### src/rtl/pipeline_hazard_ctrl_pkg.sv
// Shared definitions for the pipeline hazard/redirect sequencer:
// FSM state encoding and register-address constants.
package pipeline_hazard_ctrl_pkg;

    localparam int REG_AW = 5;
    localparam logic [REG_AW-1:0] ZERO_REG = '0;

    typedef enum logic [1:0] {
        ST_RUN    = 2'd0,
        ST_STALL  = 2'd1,
        ST_REFILL = 2'd2,
        ST_ERR    = 2'd3
    } ctrl_state_e;

endpackage

### src/rtl/pipeline_hazard_ctrl_hazard_cmp.sv
// Per-stage RAW comparator: flags when an older writer targets a register
// that the instruction in ID reads. Writes to $0 never create a dependency.
module hazard_cmp
    import pipeline_hazard_ctrl_pkg::*;
(
    input  logic              reg_write,
    input  logic [REG_AW-1:0] waddr,
    input  logic [REG_AW-1:0] id_rs,
    input  logic [REG_AW-1:0] id_rt,
    input  logic              id_uses_rt,
    output logic              match
);

    assign match = reg_write && (waddr != ZERO_REG) &&
                   ((waddr == id_rs) || (id_uses_rt && (waddr == id_rt)));

endmodule

### src/rtl/pipeline_hazard_ctrl.sv
// Hazard stall and branch/jump redirect sequencer for the 5-stage pipeline.
// Define HAZARD_PERF_CNT_EN to build the stall/flush counters and err_stall flag.
module pipeline_hazard_ctrl
    import pipeline_hazard_ctrl_pkg::*;
#(
    parameter int REFILL_CYCLES = 1,
    parameter int CNT_W         = 16
) (
    input  logic              clk,
    input  logic              arst_n,
    input  logic              enable,
    input  logic [REG_AW-1:0] id_rs,
    input  logic [REG_AW-1:0] id_rt,
    input  logic              id_uses_rt,
    input  logic              ex_reg_write,
    input  logic [REG_AW-1:0] ex_waddr,
    input  logic              mem_reg_write,
    input  logic [REG_AW-1:0] mem_waddr,
    input  logic              wb_reg_write,
    input  logic [REG_AW-1:0] wb_waddr,
    input  logic              mem_branch_taken,
    input  logic              mem_jump,
    output logic              pc_hold,
    output logic              if_id_hold,
    output logic              id_ex_bubble,
    output logic              flush_if_id,
    output logic              flush_id_ex,
    output logic              flush_ex_mem,
    output logic [1:0]        ctrl_state,
    output logic [CNT_W-1:0]  stall_cnt,
    output logic [CNT_W-1:0]  flush_cnt
);

    localparam logic [1:0] REFILL_INIT = 2'(REFILL_CYCLES);

    logic ex_match, mem_match, wb_match;
    logic hazard, redirect;

    ctrl_state_e state_q, state_d;
    logic [1:0]  refill_q, refill_d;

    hazard_cmp u_ex_cmp (
        .reg_write (ex_reg_write),  .waddr (ex_waddr),
        .id_rs     (id_rs),         .id_rt (id_rt),
        .id_uses_rt(id_uses_rt),    .match (ex_match)
    );

    hazard_cmp u_mem_cmp (
        .reg_write (mem_reg_write), .waddr (mem_waddr),
        .id_rs     (id_rs),         .id_rt (id_rt),
        .id_uses_rt(id_uses_rt),    .match (mem_match)
    );

    hazard_cmp u_wb_cmp (
        .reg_write (wb_reg_write),  .waddr (wb_waddr),
        .id_rs     (id_rs),         .id_rt (id_rt),
        .id_uses_rt(id_uses_rt),    .match (wb_match)
    );

    assign hazard   = ex_match | mem_match | wb_match;
    assign redirect = mem_branch_taken | mem_jump;

    // Outputs are gated by reset too, so they read 0 while arst_n is low
    // even if the ID/EXE/MEM/WB inputs still show a dependency.
    always_comb begin
        state_d      = state_q;
        refill_d     = refill_q;
        pc_hold      = 1'b0;
        if_id_hold   = 1'b0;
        id_ex_bubble = 1'b0;
        flush_if_id  = 1'b0;
        flush_id_ex  = 1'b0;
        flush_ex_mem = 1'b0;
        if (enable && arst_n) begin
            case (state_q)
                ST_REFILL: begin
                    flush_if_id = 1'b1;
                    if (redirect) begin
                        flush_id_ex  = 1'b1;
                        flush_ex_mem = 1'b1;
                        refill_d     = REFILL_INIT;
                    end else if (refill_q <= 2'd1) begin
                        state_d  = ST_RUN;
                        refill_d = '0;
                    end else begin
                        refill_d = refill_q - 2'd1;
                    end
                end
                default: begin
                    if (redirect) begin
                        flush_if_id  = 1'b1;
                        flush_id_ex  = 1'b1;
                        flush_ex_mem = 1'b1;
                        state_d      = ST_REFILL;
                        refill_d     = REFILL_INIT;
                    end else if (hazard) begin
                        pc_hold      = 1'b1;
                        if_id_hold   = 1'b1;
                        id_ex_bubble = 1'b1;
                        state_d      = ST_STALL;
                    end else begin
                        state_d = ST_RUN;
                    end
                end
            endcase
        end
    end

    always_ff @(posedge clk or negedge arst_n) begin
        if (!arst_n) begin
            state_q  <= ST_RUN;
            refill_q <= '0;
        end else begin
            state_q  <= state_d;
            refill_q <= refill_d;
        end
    end

`ifdef HAZARD_PERF_CNT_EN
    logic [CNT_W-1:0] stall_cnt_q, stall_cnt_d;
    logic [CNT_W-1:0] flush_cnt_q, flush_cnt_d;
    logic [2:0]       stall_run_q, stall_run_d;
    logic             err_stall_q, err_stall_d;

    // stall_run counts consecutive bubble cycles; the fourth one latches err_stall.
    always_comb begin
        stall_cnt_d = stall_cnt_q;
        flush_cnt_d = flush_cnt_q;
        stall_run_d = stall_run_q;
        err_stall_d = err_stall_q;
        if (enable) begin
            if (id_ex_bubble && (stall_cnt_q != '1)) begin
                stall_cnt_d = stall_cnt_q + CNT_W'(1);
            end
            if (flush_ex_mem && (flush_cnt_q != '1)) begin
                flush_cnt_d = flush_cnt_q + CNT_W'(1);
            end
            if (id_ex_bubble) begin
                if (stall_run_q < 3'd4) begin
                    stall_run_d = stall_run_q + 3'd1;
                end
                if (stall_run_q >= 3'd3) begin
                    err_stall_d = 1'b1;
                end
            end else begin
                stall_run_d = '0;
            end
        end
    end

    always_ff @(posedge clk or negedge arst_n) begin
        if (!arst_n) begin
            stall_cnt_q <= '0;
            flush_cnt_q <= '0;
            stall_run_q <= '0;
            err_stall_q <= 1'b0;
        end else begin
            stall_cnt_q <= stall_cnt_d;
            flush_cnt_q <= flush_cnt_d;
            stall_run_q <= stall_run_d;
            err_stall_q <= err_stall_d;
        end
    end

    assign stall_cnt  = stall_cnt_q;
    assign flush_cnt  = flush_cnt_q;
    assign ctrl_state = err_stall_q ? ST_ERR : state_q;
`else
    assign stall_cnt  = '0;
    assign flush_cnt  = '0;
    assign ctrl_state = state_q;
`endif

endmodule

### config.mk
export PLATFORM = sky130hd
export DESIGN_NAME = pipeline_hazard_ctrl
export DESIGN_NICKNAME = d
export VERILOG_FILES = /design/src/rtl/pipeline_hazard_ctrl_pkg.sv /design/src/rtl/pipeline_hazard_ctrl_hazard_cmp.sv /design/src/rtl/pipeline_hazard_ctrl.sv
export SDC_FILE = /design/constraint.sdc
export NUM_CORES = 1
export LEC_CHECK = 0
export CAP_MARGIN = 20
export CORE_ASPECT_RATIO = 0.75
export CORE_MARGIN = 1.5
export CORE_UTILIZATION = 34
export DETAILED_ROUTE_END_ITERATION = 8
export PLACE_DENSITY = 0.87
export SETUP_SLACK_MARGIN = 0.1
export SYNTH_ARGS = -nofsm -noshare
export SYNTH_HDL_FRONTEND = slang
export SYNTH_SLANG_ARGS = --single-unit
### constraint.sdc
create_clock -name clk -period 2.9 [get_ports clk]
set_clock_uncertainty 0.2 [all_clocks]
set_input_delay 0.29 -clock clk [delete_from_list [all_inputs] [get_ports clk]]
set_output_delay 0.29 -clock clk [all_outputs]
set_load 0.02 [all_outputs]
# Word-level counts from Yosys, hierarchy flattened
# Index checks and enable logic that the tools add are counted.
[word_totals] inputBits=34 word_cells=52 output_inout_bits=40 ff_bits=4
[classes] magnitude_cmp=1 add_sub_neg=1 n_eq_ne=9 mux=17 n_bitwise=3 reduce_logical=19
[ops] cell="== test 5 bit" n=6
[ops] cell="2-to-1 mux 2 bit" n=8
[ops] cell="nonzero test 5 bit" n=3
[ops] cell="logical AND 1 bit" n=10
[ops] cell="2-to-1 mux 1 bit" n=9
[ops] cell="inequality test 2 bit, second input constant" n=2
[ops] cell="logical OR 1 bit" n=3
[ops] cell="bitwise OR 1 bit" n=3
[ops] cell="AND reduction 3 bit" n=1
[ops] cell="== test 2 bit, second input constant" n=1
[ops] cell="less-or-equal comparator 2 x 1 -> 1 bit, second input constant" n=1
[ops] cell="AND reduction 2 bit" n=1
[ops] cell="nonzero test 2 bit" n=1
[ops] cell="subtractor 2 x 1 -> 2 bit, second input constant" n=1

# Logic depth before layout (Yosys ltp)
[depth] depth_word=10 ltp_mapped=6 ltp_nobuf=5

# By module
# Synthesis repeated with hierarchy kept, for this count alone.
[hier_totals] cells_unflattened=109 area_unflattened_um2=889.6
[by_module_without_submodules] mod="pipeline_hazard_ctrl" cells_each=58 area_each_um2=491.7 seq_area_each_um2=100.1 n_inst=1
[by_module_without_submodules] mod="hazard_cmp" cells_each=17 area_each_um2=132.6 seq_area_each_um2=0.0 n_inst=3

# Worst setup path before layout
# Ideal clock, no wire load.
[synth_timing] path_kind="in2out" start="input id_rt[2]" end="output if_id_hold" t_arrival_ps=1699 cell_stages=6 setup_slack_ps=711 path_cell_list="xor2_1 nor4_2 a32oi_1 o22a_1 a21oi_1 buf_4"
[synth_between] elab_chain_cells=10 elab_cells_between_ends=18 classes_between="eq/ne (3); mux (4); bitwise (2); reduce/logical (9)"
[synth_rtl] item="start: declaration" line_no="pipeline_hazard_ctrl.sv:13" rtl="input logic [REG_AW-1:0] id_rt,"
[synth_rtl] item="== test 5 bit" line_no="pipeline_hazard_ctrl_hazard_cmp.sv:15" rtl="((waddr == id_rs) || (id_uses_rt && (waddr == id_rt)));"
[synth_rtl] item="logical AND 1 bit" line_no="pipeline_hazard_ctrl_hazard_cmp.sv:15"
[synth_rtl] item="logical OR 1 bit" line_no="pipeline_hazard_ctrl_hazard_cmp.sv:15"
[synth_rtl] item="logical AND 1 bit" line_no="pipeline_hazard_ctrl_hazard_cmp.sv:14" rtl="assign match = reg_write && (waddr != ZERO_REG) &&"
[synth_rtl] item="bitwise OR 1 bit" line_no="pipeline_hazard_ctrl.sv:60" rtl="assign hazard = ex_match | mem_match | wb_match;"
[synth_rtl] item="bitwise OR 1 bit *" line_no="pipeline_hazard_ctrl.sv:60"
[synth_rtl] item="2-to-1 mux 1 bit * (4 in a row)"
[synth_rtl] item="end: declaration" line_no="pipeline_hazard_ctrl.sv:24" rtl="output logic if_id_hold,"
# Every way passes the cells marked *; elsewhere a longest branch is shown, timed or not.

# Worst setup path in the final report
[layout_timing] start="input id_rt[2]" end="output id_ex_bubble"
[layout_between] elab_chain_cells=10 elab_cells_between_ends=18 classes_between="eq/ne (3); mux (4); bitwise (2); reduce/logical (9)"
[layout_rtl] item="== test 5 bit" line_no="pipeline_hazard_ctrl_hazard_cmp.sv:15"
[layout_rtl] item="logical AND 1 bit" line_no="pipeline_hazard_ctrl_hazard_cmp.sv:15"
[layout_rtl] item="logical OR 1 bit" line_no="pipeline_hazard_ctrl_hazard_cmp.sv:15"
[layout_rtl] item="logical AND 1 bit" line_no="pipeline_hazard_ctrl_hazard_cmp.sv:14"
[layout_rtl] item="bitwise OR 1 bit" line_no="pipeline_hazard_ctrl.sv:60"
[layout_rtl] item="bitwise OR 1 bit *" line_no="pipeline_hazard_ctrl.sv:60"
[layout_rtl] item="2-to-1 mux 1 bit *" line_no="pipeline_hazard_ctrl.sv:96" rtl="end else if (hazard) begin"
[layout_rtl] item="2-to-1 mux 1 bit *" line_no="pipeline_hazard_ctrl.sv:90" rtl="if (redirect) begin"
[layout_rtl] item="2-to-1 mux 1 bit *" line_no="pipeline_hazard_ctrl.sv:75" rtl="case (state_q)"
[layout_rtl] item="2-to-1 mux 1 bit *" line_no="pipeline_hazard_ctrl.sv:74" rtl="if (enable && arst_n) begin"
[layout_rtl] item="end: declaration" line_no="pipeline_hazard_ctrl.sv:25" rtl="output logic id_ex_bubble,"
# Marks and branches as above.

==> results.ini <==
[sta]
setup_viol=0
fin_tns_setup_ns=0
drv_slew=0
period_minus_slack_ns=2.67
layout_worst_path_cycle_share=0.922
max_freq_mhz=374
rsz0062_at_grt=true
finalHoldViolations=0

[synthesis]
synthMuxAreaShare=0
synth_top_cells_by_area=buf_4 (30%), xor2_1 (24%), dfrtp_1 (12%)
ys_top_cells_by_count=buf_4 (35), xor2_1 (24), xnor2_1 (6)
ys.flop_type=dfrtp_1
synth_xor_area_frac=0.304
netlist.area_leader.share=0.304
synth_compound_area_frac=0.111
synth_warnings=0
synth_area_um2=865
synth_top_cell_by_area=buf_4
yosysSeqAreaShare=0.116
yosysMostFrequentCell=buf_4
synthCells=110
synthArstFlopShare=1.00
synth-seq-cells=4
synth-edff-count=0
yosys.area_share.adder=0
yosysUniqueCellTypes=27
synth-simple-area-share=0.156
avgSynthCellArea_um2=7.86
synth_top_family_by_area=buffers and inverters

[clock_tree]
clkLatencyLatePin_ns=0.23
cts_buffers=3
ctsHtreeMaxLevel=1
cts_num_sinks=4
cts_root_buffer=clkbuf_4
postCtsSetupBuffers=0
clk_pin_slew_ns=0.04
clockBufferDepth=2
cts_tree=yes

[place]
io_buffer_count=41
dpl-instance-area_um2=1230
place_congestion=0.844
post-dp-hpwl_mm=2.02

[worst_setup_path]
critPathLaunch=id_rt[2]
cp-end-kind=output pin
path_class=input port to output pin
critPathArrivalTime_ns=2.18
r2r-start=ctrl_state[0]
crit_required_ns=2.41
startpoint_type=input port
cp_max_fo=3

[grt]
grt_pass1_wl_mm=3.42
grt-ovfl-total=0
grt_start_max_net_pins=7
antenna_found_initial=0
globalRouteTotalUtil=0.168
grt_pass1_vias=825

[die]
io-pin-count=74
core_area_um2=2350
rows=15
die_w_um=61.2
die_y_um=46.7
die-area_um2=2860
start_util=0.369

[power_and_ir_drop]
p_leak_nw=0.557
vdd_drop_max_uv=80.3
powerDensity_nw_per_um2=260

[detailed_routing]
wirelength_mm=2.25
drc=0
dr.pass1.iters=4
drt_iter0_markers=49
antenna_left=0
routedWlPerCell_um=11.7
vias=843
avgViaCountPerCell=4.39

[finish]
syn2layout_area_growth_pct=44.6
fillers=230
drive_above_1_share=0.0759
fin_nets=194
final_area_um2=1250
antenna_cells=0

[job]
maxCapViolations=0

[min_path]
hold_class=input port to async pin

[run_status]
status=finished clean

placed cells by master, fill, tap and decap left out, types with 4 or more instances in the layout:
cell type / count
nor2_1: 5
clkdlybuf4s50_1: 38
o21ai_0: 5
xnor2_1: 6
nor3_1: 4
dfrtp_1: 4
xor2_1: 24
conb_1: 32
buf_4: 8
worst max-delay path, cell delays in order:
cell and delay (ns):
clkdlybuf4s50_1 0.48, xor2_1 0.21, nor4_2 0.27, a32oi_1 0.14, o22a_1 0.24, a21oi_1 0.20
dlygate4sd2_1 0.36
flip-flops by register name, summed over array words and instances (netlist names):
| name | cells |
|---|---|
| ctrl_state | 2 |
| refill_q | 2 |
routing by layer:
metal  GRT usage  part of all wire
met1       0.174              0.38
met2       0.306              0.51
met3      0.0253             0.074
met4       0.126             0.036
met5           0                 0
timing repair:
action	in CTS	in global routing
hold buffers	0	0
setup endpoints to repair	3	1
gates resized for setup	3	0
area by class of cell:
class,instances,area (µm²),share of cell area
Inverter,1,3.75,0.00300
Multi-Input combinational cell,101,614,0.491
Timing Repair Buffer,49,467,0.373
Clock buffer,3,22.5,0.0180
Sequential cell,4,100,0.0801
Tap cell,34,42.5,0.0340
metrics by stage:
stage | power (mW) | setup WS, ns | cells | hold slack [ns] | util
2_1_floorplan | 0.196 | 0.711 | 141 | -0.206 | -
3_3_place_gp | 0.250 | -0.0482 | 189 | 0.294 | 0.525
3_5_place_dp | 0.256 | -0.115 | 189 | 0.307 | 0.525
4_1_cts | 0.328 | 0.201 | 192 | 0.164 | 0.533
5_1_grt | 0.351 | 0.0990 | 192 | 0.170 | 0.533
6_report | 0.325 | 0.227 | 192 | 0.178 | 0.533
worst paths after layout:
check	to	slack, ns	cells after the start
min reg2reg	refill_q[0]	0.31	2
min in group clk	refill_q[0]	0.31	2
min	ctrl_state[0]	0.18	2
max in group asynchronous	ctrl_state[1]	2.21	2
max reg2reg	refill_q[1]	1.62	4
max	id_ex_bubble	0.23	7
report_power, final:
part,switching (mW),internal [mW]
combinational,0.104,0.0861
clock,0.0220,0.0462
sequential,0.00437,0.0625
total,0.130,0.195
cell families after synthesis:
family / Yosys count
and+or+nand+nor: 24
DFF: 4
other: 1
buffers and inverters: 36
xor gates and xnor gates: 30
AOI/OAI and AO/OA: 15
(Power assumes the default switching activity.)
